File: config.mk
export PLATFORM = sky130hd
export DESIGN_NAME = attex_bus_fabric
export DESIGN_NICKNAME = d
export VERILOG_FILES = /design/src/rtl/attex_bus_fabric.sv
export SDC_FILE = /design/constraint.sdc
export NUM_CORES = 1
export LEC_CHECK = 0
export BUFFER_PORTS_ARGS = -buffer_cell sky130_fd_sc_hd__buf_2
export CORE_MARGIN = 5
export CORE_UTILIZATION = 51
export CTS_BUF_LIST = sky130_fd_sc_hd__clkbuf_4
export DETAILED_ROUTE_END_ITERATION = 6
export PLACE_DENSITY_LB_ADDON = 0.1
export SLEW_MARGIN = 30
export SYNTH_ARGS = -nofsm -noshare
export SYNTH_HDL_FRONTEND = slang
export SYNTH_SLANG_ARGS = --single-unit
File: constraint.sdc
create_clock -name clk30 -period 4.65 [get_ports clk30]
set_clock_uncertainty 0.1 [all_clocks]
set_input_delay 1.395 -clock clk30 [delete_from_list [all_inputs] [get_ports clk30]]
set_output_delay 1.395 -clock clk30 [all_outputs]
set_load 0.02 [all_outputs]
File: src/rtl/attex_bus_fabric.sv
// attex_bus_fabric: 68k-style bus fabric. It decodes the CPU address into one-hot
// slave selects, steers read data and acknowledges back to the CPU, and raises a
// bus error for unmapped addresses.
// Optional build macro ATTEX_BUS_TIMEOUT_EN adds an ACTIVE-state watchdog. The
// watchdog raises a bus error after TIMEOUT_CYCLES cycles without an acknowledge.
module attex_bus_fabric #(
    parameter int unsigned                 NUM_SLAVES     = 5,
    parameter logic [8*NUM_SLAVES-1:0]     REGION_BASE    = {8'hD0, 8'h00, 8'h32, 8'h31, 8'h30},
    parameter logic [8*NUM_SLAVES-1:0]     REGION_MASK    = {8'hF0, 8'hC0, 8'hFF, 8'hFF, 8'hFF},
    parameter int unsigned                 TIMEOUT_CYCLES = 1023
) (
    input  logic                       clk30,
    input  logic                       reset,
    input  logic                       as,
    input  logic                       uds,
    input  logic                       lds,
    input  logic [23:1]                addr,
    input  logic                       iack,
    input  logic [15:0]                iack_dout,
    input  logic [16*NUM_SLAVES-1:0]   slave_dout,
    input  logic [NUM_SLAVES-1:0]      slave_ack,
    output logic [NUM_SLAVES-1:0]      cs,
    output logic [NUM_SLAVES-1:0]      cs_rise,
    output logic [15:0]                data_in,
    output logic                       bus_ack,
    output logic                       bus_err,
    output logic [23:0]                err_addr
);

    localparam int unsigned SEL_W = (NUM_SLAVES > 1) ? $clog2(NUM_SLAVES) : 1;

    // Reject illegal configurations at elaboration
    if (NUM_SLAVES < 1 || NUM_SLAVES > 8) begin : g_bad_num_slaves
        $error("attex_bus_fabric: NUM_SLAVES must be 1..8");
    end
    if (TIMEOUT_CYCLES < 2 || TIMEOUT_CYCLES > 65535) begin : g_bad_timeout
        $error("attex_bus_fabric: TIMEOUT_CYCLES must be 2..65535");
    end

    typedef enum logic [1:0] {IDLE, ACTIVE, DONE, ERR} state_t;

    state_t                  state;
    logic [SEL_W-1:0]        sel;
    logic [SEL_W-1:0]        hit_idx;
    logic [NUM_SLAVES-1:0]   match;
    logic [NUM_SLAVES-1:0]   cs_q;
    logic [15:0]             data_q;
    logic [15:0]             dout_arr [NUM_SLAVES];
    logic                    hit;
    logic                    start;
    logic                    sel_ack;
    logic [15:0]             sel_dout;
    logic                    expired;

    // Per-slave region match and read-data unpacking
    for (genvar i = 0; i < int'(NUM_SLAVES); i++) begin : g_slave
        assign match[i]    = as && ((addr[23:16] & REGION_MASK[8*i +: 8]) == REGION_BASE[8*i +: 8]);
        assign dout_arr[i] = slave_dout[16*i +: 16];
    end

    // Lowest matching index wins
    always_comb begin
        hit_idx = '0;
        for (int i = int'(NUM_SLAVES) - 1; i >= 0; i--) begin
            if (match[i]) hit_idx = SEL_W'(i);
        end
    end

    assign hit      = |match;
    assign cs       = match & (~match + NUM_SLAVES'(1));
    assign cs_rise  = cs & ~cs_q;
    assign start    = as && (uds || lds);
    assign sel_ack  = slave_ack[sel];
    assign sel_dout = dout_arr[sel];
    assign bus_err  = (state == ERR);

`ifdef ATTEX_BUS_TIMEOUT_EN
    localparam logic [15:0] TO_LIMIT = 16'(TIMEOUT_CYCLES);

    logic [15:0] to_cnt;
    logic [15:0] to_inc;

    assign to_inc  = (to_cnt == 16'hFFFF) ? to_cnt : to_cnt + 16'd1;
    assign expired = (to_inc >= TO_LIMIT);

    // Watchdog: cleared while idle, saturating count of ACTIVE cycles
    always_ff @(posedge clk30) begin
        if (reset || state == IDLE) begin
            to_cnt <= '0;
        end else if (state == ACTIVE) begin
            to_cnt <= to_inc;
        end
    end
`else
    assign expired = 1'b0;
`endif

    // Previous-cycle select, for edge detection
    always_ff @(posedge clk30) begin
        if (reset) cs_q <= '0;
        else       cs_q <= cs;
    end

    // Bus cycle FSM with latched select, read data and error address
    always_ff @(posedge clk30) begin
        if (reset) begin
            state    <= IDLE;
            sel      <= '0;
            data_q   <= '0;
            err_addr <= '0;
        end else begin
            case (state)
                IDLE: begin
                    if (start) begin
                        if (iack) begin
                            state  <= DONE;
                            data_q <= iack_dout;
                        end else if (hit) begin
                            state <= ACTIVE;
                            sel   <= hit_idx;
                        end else begin
                            state    <= ERR;
                            err_addr <= {addr, 1'b0};
                        end
                    end
                end
                ACTIVE: begin
                    if (!as) begin
                        state <= IDLE;
                    end else if (sel_ack) begin
                        state  <= DONE;
                        data_q <= sel_dout;
                    end else if (expired) begin
                        state    <= ERR;
                        err_addr <= {addr, 1'b0};
                    end
                end
                DONE, ERR: begin
                    if (!as) state <= IDLE;
                end
                default: state <= IDLE;
            endcase
        end
    end

    // CPU-facing acknowledge and read data; same-cycle for iack and slave acks
    always_comb begin
        bus_ack = 1'b0;
        data_in = 16'h0000;
        case (state)
            IDLE: begin
                if (start && iack) begin
                    bus_ack = 1'b1;
                    data_in = iack_dout;
                end
            end
            ACTIVE: begin
                bus_ack = as && sel_ack;
                data_in = sel_dout;
            end
            DONE: begin
                bus_ack = 1'b1;
                data_in = data_q;
            end
            default: ;
        endcase
    end

endmodule

==> impl_metrics.toml, run 1 <==
[clocking]
cts_buffers = 5
clock_sinks = 49
htreeDepth = 2
clock_latency_ns = 0.34
cts-resized-gates = 0
clockBufferDepth = 2
path_clk_slew_ns = 0.15
cts_tree = "built"
cts-root-buf = "clkbuf_4"
postCtsHoldBufs = 0
postCtsSetupRepairBufs = 0

[worst_setup_path]
crit_top_cell = "buf_2"
r2r_start = "state[0]$_SDFFE_PP0P_"
crit_required_ns = 3.15
cp-endpoint = "data_in[14]"
crit_type = "input port to primary output"
cp-start-kind = "input port"
crit_slowest_cell = "nor3_4"
worstPathArrival_ns = 2.76
crit_path_end_kind = "primary output"
crit_fanout = 17
r2r-end = "sel[1]$_SDFFE_PP0P_"
worst_path_largest_cell_delay_ns = 0.64
ff2ff_path_depth = 4
critPathLaunch = "iack"
critical_path.cell_chain = "buf_2, o21ai_1, nor3_4, a22oi_1, nand2_1, buf_2"
ff2ff_setup_slack_ns = 2.36

[min_path]
hp-class = "register to register"

[power_and_ir_drop]
pwr-share-seq_pct = 46.4
p_clk_share_pct = 26.6
ir_drop_mv = 0.186
internal_power_uw = 672
power_leakage_nw = 2.11
p_per_area_nw_per_um2 = 220
netSwitchingPower_uw = 297
sw_frac_of_total_pct = 30.6
pwr-share-comb_pct = 27.0

[detailed_routing]
viasPerCell = 5.78
first_iter_violations = 172
ant_nets = 0
dr.pass1.iters = 5
vias = 3887
met3_length_mm = 1.05
wl_per_cell_um = 16.6
wl_mm = 11.2
drt-met1-wl_mm = 4.47
met2RoutedLength_mm = 5.50
top_layer = "met4"
drc = 0

[layout]
final_cell_mix = "buf_2, a21oi_1, dfxtp_1, mux2i_1, o21ai_0"
stdcell_area_um2 = 4400
antenna_cells = 0
syn_to_final_growth_pct = 28.5
fillers = 593
final_common_cell = "buf_2"
fin_cells = 673
layout.nets = 725
drive_gt1_share_pct = 36.2

[placed_design]
dp.cells = 665
io_buffer_count = 180
place_ws_ns = 0.407
gp_congestion = 0.926
dp_hpwl_mm = 8.57
place_area_um2 = 4310

[logic_synthesis]
ys.flop_type = "dfxtp_1"
synth.area.top_cells = "dfxtp_1, mux2i_1, a21oi_1"
ys_warn_count = 0
seq_area_frac_synth_pct = 28.7
synth_nets = 568
async_reset_ff_share_pct = 0
ys_ff_latch = 49
syn_area_um2 = 3420
avgSynthCellArea_um2 = 7.81
synth_cells = 438
yosysTopAreaCell = "dfxtp_1"
yosys.area.top_type_share_pct = 28.7
synth_edf_count = 0
ys_types = 47

[timing]
maxSlewViolCount = 0
layout_min_cycle_time_ns = 4.26
tightestPinTransition_ns = 0.832
setup_slack_ns = 0.393
rsz0062_at_grt = "no"
whs_ns = 0.384
setup_viol = 0
fin_setup_tns_ns = 0
maxSlewHeadroom_pct = 44.3
period_share_pct = 91.5
finalHoldViolCount = 0
max_freq_mhz = 235

[floorplanning]
core_area_um2 = 6420
die_h_um = 91.9
die_x_um = 91.9
rows = 29
start_util_pct = 53.3
num_io_pins = 182
dieArea_um2 = 8450

[grt]
grt_start_max_net_pins = 63
grt_pass1_vias = 3756
grtUsageTotal_pct = 25.1
grt_pass1_wl_mm = 17.8
antenna_found_initial = 0
overflow = 0

[flow_run]
drv_cap = 0

[outcome]
status = "finished, final reports clean"
power groups by stage:
stage	logic, mW	registers [mW]	clock network, mW
6_report	0.262	0.450	0.257
5_1_grt	0.286	0.452	0.281
4_1_cts	0.261	0.450	0.262
3_5_place_dp	0.260	0.459	0
3_3_place_gp	0.255	0.458	0
2_1_floorplan	0.148	0.464	0
logic make-up (layout without fill, tap and decap cells):
family	count (synthesis)	in the layout	share of synthesized area, %
AOI/OAI and AO/OA	152	152	28.9
and+or+nand+nor	130	130	20.4
buffers and inverters	60	218	8.26
muxes	46	46	13.6
other	1	1	0.110
DFF	49	49	28.7
per-stage QoR:
| stage | power (mW) | util [%] |
|---|---|---|
| floorplan | 0.612 | - |
| global placement | 0.713 | 67.0 |
| detailed placement | 0.719 | 67.2 |
| CTS | 0.974 | 68.5 |
| global route | 1.02 | 68.5 |
| finish | 0.969 | 68.5 |
worst min-delay path by stage:
stage	startpoint	endpoint	slack, ns	cells after the start
6_report	err_addr[7]$_SDFFE_PP0P_	err_addr[7]$_SDFFE_PP0P_	0.38	2
5_1_grt	err_addr[10]$_SDFFE_PP0P_	err_addr[10]$_SDFFE_PP0P_	0.40	2
4_1_cts	err_addr[9]$_SDFFE_PP0P_	err_addr[9]$_SDFFE_PP0P_	0.38	2
3_5_place_dp	err_addr[14]$_SDFFE_PP0P_	err_addr[14]$_SDFFE_PP0P_	0.36	2
3_3_place_gp	err_addr[12]$_SDFFE_PP0P_	err_addr[12]$_SDFFE_PP0P_	0.36	2
2_1_floorplan	data_q[14]$_SDFFE_PP0P_	data_q[14]$_SDFFE_PP0P_	0.35	2
layer usage:
| metal | global-route usage (%) | up-vias |
|---|---|---|
| li1 | - | 1903 |
| met1 | 30.1 | 1790 |
| met2 | 44.1 | 177 |
| met3 | 6.22 | 17 |
| met4 | 7.92 | 0 |
| met5 | 0 | - |
final cells by class:
type,instances,area [um^2],share of cell area (%)
Multi-Input combinational cell,329,2180,49.5
Timing Repair Buffer,191,986,22.4
Sequential cell,49,982,22.3
Tap cell,77,96.3,2.19
Inverter,19,71.3,1.62
Clock buffer,6,45.0,1.02
Clock inverter,2,38.8,0.882
sequential cells by signal, summed over array words and instances (netlist names):
register,count
cs_q,5
data_q,16
err_addr,23
sel,3
state,2
cells in the mapped netlist, types with 2 or more instances:
cell	n
o21ai_0	34
a311oi_1	2
buf_4	2
mux2i_1	44
nand3_1	26
o2bb2ai_1	8
clkbuf_1	24
nand2_1	29
and4b_1	5
dfxtp_1	49
nand2b_1	13
a2111oi_2	4
a21o_1	2
o22ai_1	12
and3_1	11
o211ai_1	4
nor2b_1	4
inv_1	19
a22oi_1	11
nor2_1	27
buf_2	10
o31ai_1	12
o21ai_1	9
a21oi_1	48
nand2b_4	2
nand3b_1	2
buf_6	5
worst max-delay path, delay by kind of cell:
kind | cells | cell delay, ns
simple gates | 2 | 0.75
compound gates | 2 | 0.32
buf+inv | 2 | 0.29
Power figures use the tool's default switching activity.
==> inputs of run 2 (changes only) <==
--- a/config.mk
+++ b/config.mk
@@ -5,6 +5,7 @@
 export SDC_FILE = /design/constraint.sdc
 export NUM_CORES = 1
 export LEC_CHECK = 0
+export ABC_AREA = 1
 export BUFFER_PORTS_ARGS = -buffer_cell sky130_fd_sc_hd__buf_2
 export CORE_MARGIN = 5
 export CORE_UTILIZATION = 51
==> run 2 against run 1 <==
  * Total power rose by 6.1%
  * Core utilization fell by 3.2 points
  * Global-route usage down 1.4 points
  * Sequential share of layout area grew 0.16 points
  * Clock power fell by 14%
  * First-iteration DRC count increased by 2.9%
  * Critical endpoint is now data_in[15]
  * Area after synthesis rose by 1.1%
  * Non-clock buffer count is 10 lower
  * Final cell count increased by 30%
  * Critical path depth up 2
  * Sequential power rose by 4.4%
==> impl_metrics.toml, run 2 <==
[worst_setup_path]
crit_required_ns = 3.15
worst_path_largest_cell_delay_ns = 0.23
crit_type = "input port to primary output"
crit_fanout = 16
critical_path.cell_chain = "buf_2, o21ai_1, nor2_1, nand2_1, inv_2, nand2_1, o211ai_1, buf_2"
r2r-end = "data_q[15]$_SDFFE_PP0P_"
crit_path_end_kind = "primary output"
crit_family = "buffers and inverters"
worstPathArrival_ns = 2.63
cp_num_buf_inv = 3
ff2ff_path_depth = 9
r2r_start = "sel[0]$_SDFFE_PP0P_"
crit_slowest_cell = "inv_2"
cp-start-kind = "input port"
ff2ff_setup_slack_ns = 2.16

[clocking]
clock_sinks = 49
htreeDepth = 2
cts_tree = "built"
postCtsSetupRepairBufs = 0
postCtsHoldBufs = 0
cts_buffers = 5
clockBufferDepth = 2
cts-root-buf = "clkbuf_4"
clock_latency_ns = 0.38
cts-resized-gates = 0
path_clk_slew_ns = 0.17

[min_path]
min_to = "err_addr[12]$_SDFFE_PP0P_"
worstHoldPathCells = 2
hp-start = "err_addr[12]$_SDFFE_PP0P_"
hp-class = "register to register"

[logic_synthesis]
ys.flop_type = "dfxtp_1"
synth_nets = 768
yosys.area.top_type_share_pct = 28.4
ys_ff_latch = 49
yosysTopAreaCell = "dfxtp_1"
synth_common_cells = "nand2_1, inv_1, nor2_1, dfxtp_1, nand3_1"
avgSynthCellArea_um2 = 5.42
yosysMostFrequentCell = "nand2_1"
ys_warn_count = 0
seq_area_frac_synth_pct = 28.4
synth_edf_count = 0
syn_area_um2 = 3460
synth_cells = 638
ys_types = 24
synth.area.top_cells = "dfxtp_1, nand2_1, inv_1"
async_reset_ff_share_pct = 0

[placed_design]
dp_hpwl_mm = 8.16
io_buffer_count = 180
gp_congestion = 0.854
place_area_um2 = 4300

[timing]
fin_setup_tns_ns = 0
rsz0062_at_grt = "no"
max_freq_mhz = 243
layout_min_cycle_time_ns = 4.12
finalHoldViolCount = 0
period_share_pct = 88.7
maxSlewHeadroom_pct = 48.1
tightestPinTransition_ns = 0.778
whs_ns = 0.396
maxSlewViolCount = 0
setup_viol = 0

[floorplanning]
core_area_um2 = 6680
die_h_um = 92.3
dieArea_um2 = 8530
start_util_pct = 51.8
num_io_pins = 182
die_x_um = 92.3
rows = 30

[power_and_ir_drop]
power_leakage_nw = 2.74
p_per_area_nw_per_um2 = 236
total_power_mw = 1.03
ir_drop_mv = 0.169

[grt]
use_met2_pct = 43.4
antenna_found_initial = 0
grt_use_met3_pct = 5.93
grt-busiest-layer = "met2"
grt_start_max_net_pins = 42
grt_pass1_wl_mm = 16.9
overflow = 0
grt_pass1_vias = 4054
grt_util_met1_pct = 26.3
grtUsageTotal_pct = 23.7

[layout]
layout.nets = 926
largest_reg_flops = 23
top_register = "err_addr"
antenna_cells = 0
final_cell_mix = "nand2_1, buf_2, inv_1, nor2_1, dfxtp_1"
final_common_cell = "nand2_1"
syn_to_final_growth_pct = 26.0
drive_gt1_share_pct = 26.1
top_regs = "err_addr (23), data_q (16), cs_q (5)"
stdcell_area_um2 = 4360

[detailed_routing]
dr.pass1.iters = 4
vias = 4187
first_iter_violations = 177
ant_nets = 0
wl_per_cell_um = 11.8
viasPerCell = 4.77
wl_mm = 10.4
drc = 0

[outcome]
status = "finished, final reports clean"

[flow_run]
drv_cap = 0
==> run 2: worst max-delay path by stage <==
stage | depth (start not counted) | from | to | slack (ns)
after global placement | 8 | as | data_in[7] | 0.65
final | 8 | as | data_in[15] | 0.53
after CTS | 8 | as | data_in[4] | 0.54
after global routing | 8 | as | data_in[7] | 0.41
after detailed placement | 8 | as | data_in[4] | 0.55
after floorplan | 5 | as | cs_rise[4] | 0.74
==> run 2: final cells by class <==
class	count	area [um^2]
multi-input cells	446	1880
clock inverters	3	26.3
repair buffers	181	908
clock buffers	5	37.5
flip-flops and latches	49	981
well taps	80	100
fillers	654	2320
inverters	113	424
==> run 2: layer usage <==
| metal | wire length (um) | share of wire, % |
|---|---|---|
| met1 | 4110 | 40 |
| met2 | 5230 | 50 |
| met3 | 786 | 7.6 |
| met4 | 240 | 2.3 |
| met5 | 0 | 0 |
==> run 2: through the flow <==
step / setup slack [ns] / std cells / utilization (%)
2_1_floorplan: 0.739 / 638 / -
3_3_place_gp: 0.649 / 869 / 64.3
3_5_place_dp: 0.554 / 869 / 64.3
4_1_cts: 0.540 / 877 / 65.2
5_1_grt: 0.408 / 877 / 65.2
6_report: 0.526 / 877 / 65.2
==> run 2: report_power, final <==
part | switching, mW | internal (mW) | total, mW | leakage [nW]
combinational | 0.208 | 0.129 | 0.337 | 2.31
sequential | 0.0164 | 0.454 | 0.470 | 0.401
clock | 0.158 | 0.0627 | 0.221 | 0.0293
==> run 2: worst reg2reg max path, stage by stage (launching register included) <==
cell and delay [ns]:
dfxtp_1 0.70, inv_2 0.38, nand2_1 0.14, nand3_1 0.09, nand3_1 0.19, nand3_1 0.11
nand2_2 0.44, nand2_1 0.11, nand2_1 0.09, nor2_1 0.05
==> run 2: kinds of logic (layout without fill, tap and decap cells) <==
logic type,Yosys count,in the layout,share of synthesized area (%)
simple gates,392,392,45.4
buf+inv,143,302,17.2
compound gates,53,53,8.90
flops,49,49,28.4
other cells,1,1,0.108
==> inputs of run 3 (changes only) <==
--- a/config.mk
+++ b/config.mk
@@ -11,7 +11,7 @@
 export CORE_UTILIZATION = 51
 export CTS_BUF_LIST = sky130_fd_sc_hd__clkbuf_4
 export DETAILED_ROUTE_END_ITERATION = 6
-export PLACE_DENSITY_LB_ADDON = 0.1
+export PLACE_DENSITY = 0.89
 export SLEW_MARGIN = 30
 export SYNTH_ARGS = -nofsm -noshare
 export SYNTH_HDL_FRONTEND = slang
==> run 3 against run 2 <==
  * Total power grew 9.8%
  * Final cell count unchanged
  * Largest power group unchanged
  * Largest cell class unchanged
  * Critical endpoint is now data_in[3]
  * Core utilization grew 0.64 points
  * Worst hold slack worse by 0.0011 ns
==> impl_metrics.toml, run 3 (synthesis gave the netlist of run 2 again) <==
[clocking]
clockBufferDepth = 2
cts_buffers = 5
clock_sinks = 49
postCtsSetupRepairBufs = 0
clock_latency_ns = 0.37
cts_tree = "built"
htreeDepth = 2
cts-root-buf = "clkbuf_4"
path_clk_slew_ns = 0.14
postCtsHoldBufs = 0
cts-resized-gates = 0

[detailed_routing]
wl_mm = 11.0
wl_per_cell_um = 12.5
vias = 4311
dr.pass1.iters = 5
first_iter_violations = 236
viasPerCell = 4.92
ant_nets = 0
drc = 0

[timing]
maxSlewViolCount = 0
finalHoldViolCount = 0
layout_min_cycle_time_ns = 4.12
fin_setup_tns_ns = 0
max_freq_mhz = 242
maxSlewHeadroom_pct = 46.9
rsz0062_at_grt = "no"
period_share_pct = 88.7
setup_viol = 0
tightestPinTransition_ns = 0.796

[worst_setup_path]
worst_path_largest_cell_delay_ns = 0.24
crit_family = "buffers and inverters"
ff2ff_path_depth = 8
cp-endpoint = "data_in[3]"
ff2ff_setup_slack_ns = 2.16
crit_fanout = 16
crit_path_end_kind = "primary output"
critical_path.cell_chain = "buf_2, o21ai_1, nor2_1, nand2_1, inv_2, nand2_1, o211ai_1, buf_2"
crit_required_ns = 3.15
crit_type = "input port to primary output"
r2r_start = "sel[1]$_SDFFE_PP0P_"
cp_num_buf_inv = 3
critPathLaunch = "as"
crit_slowest_cell = "inv_2"
cp-start-kind = "input port"
r2r-end = "data_q[7]$_SDFFE_PP0P_"
worstPathArrival_ns = 2.63
critical_path_cell_count = 8

[grt]
grt_pass1_wl_mm = 17.6
grtUsageTotal_pct = 24.6
grt_pass1_vias = 4036
overflow = 0
antenna_found_initial = 0
grt_start_max_net_pins = 42

[floorplanning]
num_io_pins = 182
core_area_um2 = 6680
start_util_pct = 51.8
rows = 30
die_x_um = 92.3
die_h_um = 92.3
dieArea_um2 = 8530

[placed_design]
place_area_um2 = 4300
dp_hpwl_mm = 8.60
gp_congestion = 0.899
io_buffer_count = 180

[min_path]
hp-class = "register to register"
hp-start = "err_addr[3]$_SDFFE_PP0P_"
worstHoldPathCells = 2

[power_and_ir_drop]
power_leakage_nw = 2.77
ir_drop_mv = 0.219
p_per_area_nw_per_um2 = 256

[layout]
stdcell_area_um2 = 4400
layout.nets = 926
top_regs = "err_addr (23), data_q (16), cs_q (5)"
top_register = "err_addr"
drive_gt1_share_pct = 26.1
syn_to_final_growth_pct = 27.3
largest_reg_flops = 23
antenna_cells = 0
final_common_cell = "nand2_1"
final_cell_mix = "nand2_1, buf_2, inv_1, nor2_1, dfxtp_1"

[flow_run]
drv_cap = 0

[outcome]
status = "finished, final reports clean"
==> run 3: cell count changes in the layout (fill, tap and decap cells not counted), sizes merged <==
cell | previous run | this run
bufinv | 0 | 2
clkinvlp | 2 | 0
==> run 3: per-layer routing <==
layer | track usage [%] | share of wire, %
met1 | 29.3 | 41
met2 | 43.7 | 47
met3 | 6.26 | 11
met4 | 6.56 | 1.5
met5 | 0 | 0
==> run 3: worst min-delay path by stage <==
stage,endpoint
2_1_floorplan,data_q[0]$_SDFFE_PP0P_
3_3_place_gp,err_addr[3]$_SDFFE_PP0P_
3_5_place_dp,err_addr[3]$_SDFFE_PP0P_
4_1_cts,err_addr[3]$_SDFFE_PP0P_
6_report,err_addr[3]$_SDFFE_PP0P_
5_1_grt,err_addr[3]$_SDFFE_PP0P_
==> run 3: tightest hold or removal path, delay by kind of cell (launching register included) <==
| family | cells | cell delay, ns |
|---|---|---|
| flip-flops | 1 | 0.33 |
| AND/OR/NAND/NOR | 2 | 0.14 |
==> run 3: cell type report <==
cell class | instances | area (um^2)
inverter | 113 | 424
timing repair buffer | 181 | 908
sequential | 49 | 981
tap | 80 | 100
multi-input combinational | 446 | 1880
clock buffer | 5 | 37.5
fill | 619 | 2280
clock inverter | 3 | 68.8
==> run 3: where the power goes <==
group          leakage [nW]  internal [mW]  total [mW]  switching, mW
logic                  2.31          0.129       0.345          0.216
clock network        0.0558          0.169       0.314          0.145
registers             0.401          0.454       0.470         0.0160
total                  2.77          0.752        1.13          0.377
==> run 3: stage by stage <==
step	worst slack, ns	cells	total power [mW]	hold slack, ns	utilization, %
after floorplan	0.739	638	0.702	0.400	-
after global placement	0.570	869	0.809	0.359	64.3
after detailed placement	0.530	869	0.821	0.370	64.3
after CTS	0.534	877	1.13	0.398	65.9
after global routing	0.361	877	1.20	0.418	65.9
final	0.526	877	1.13	0.395	65.9
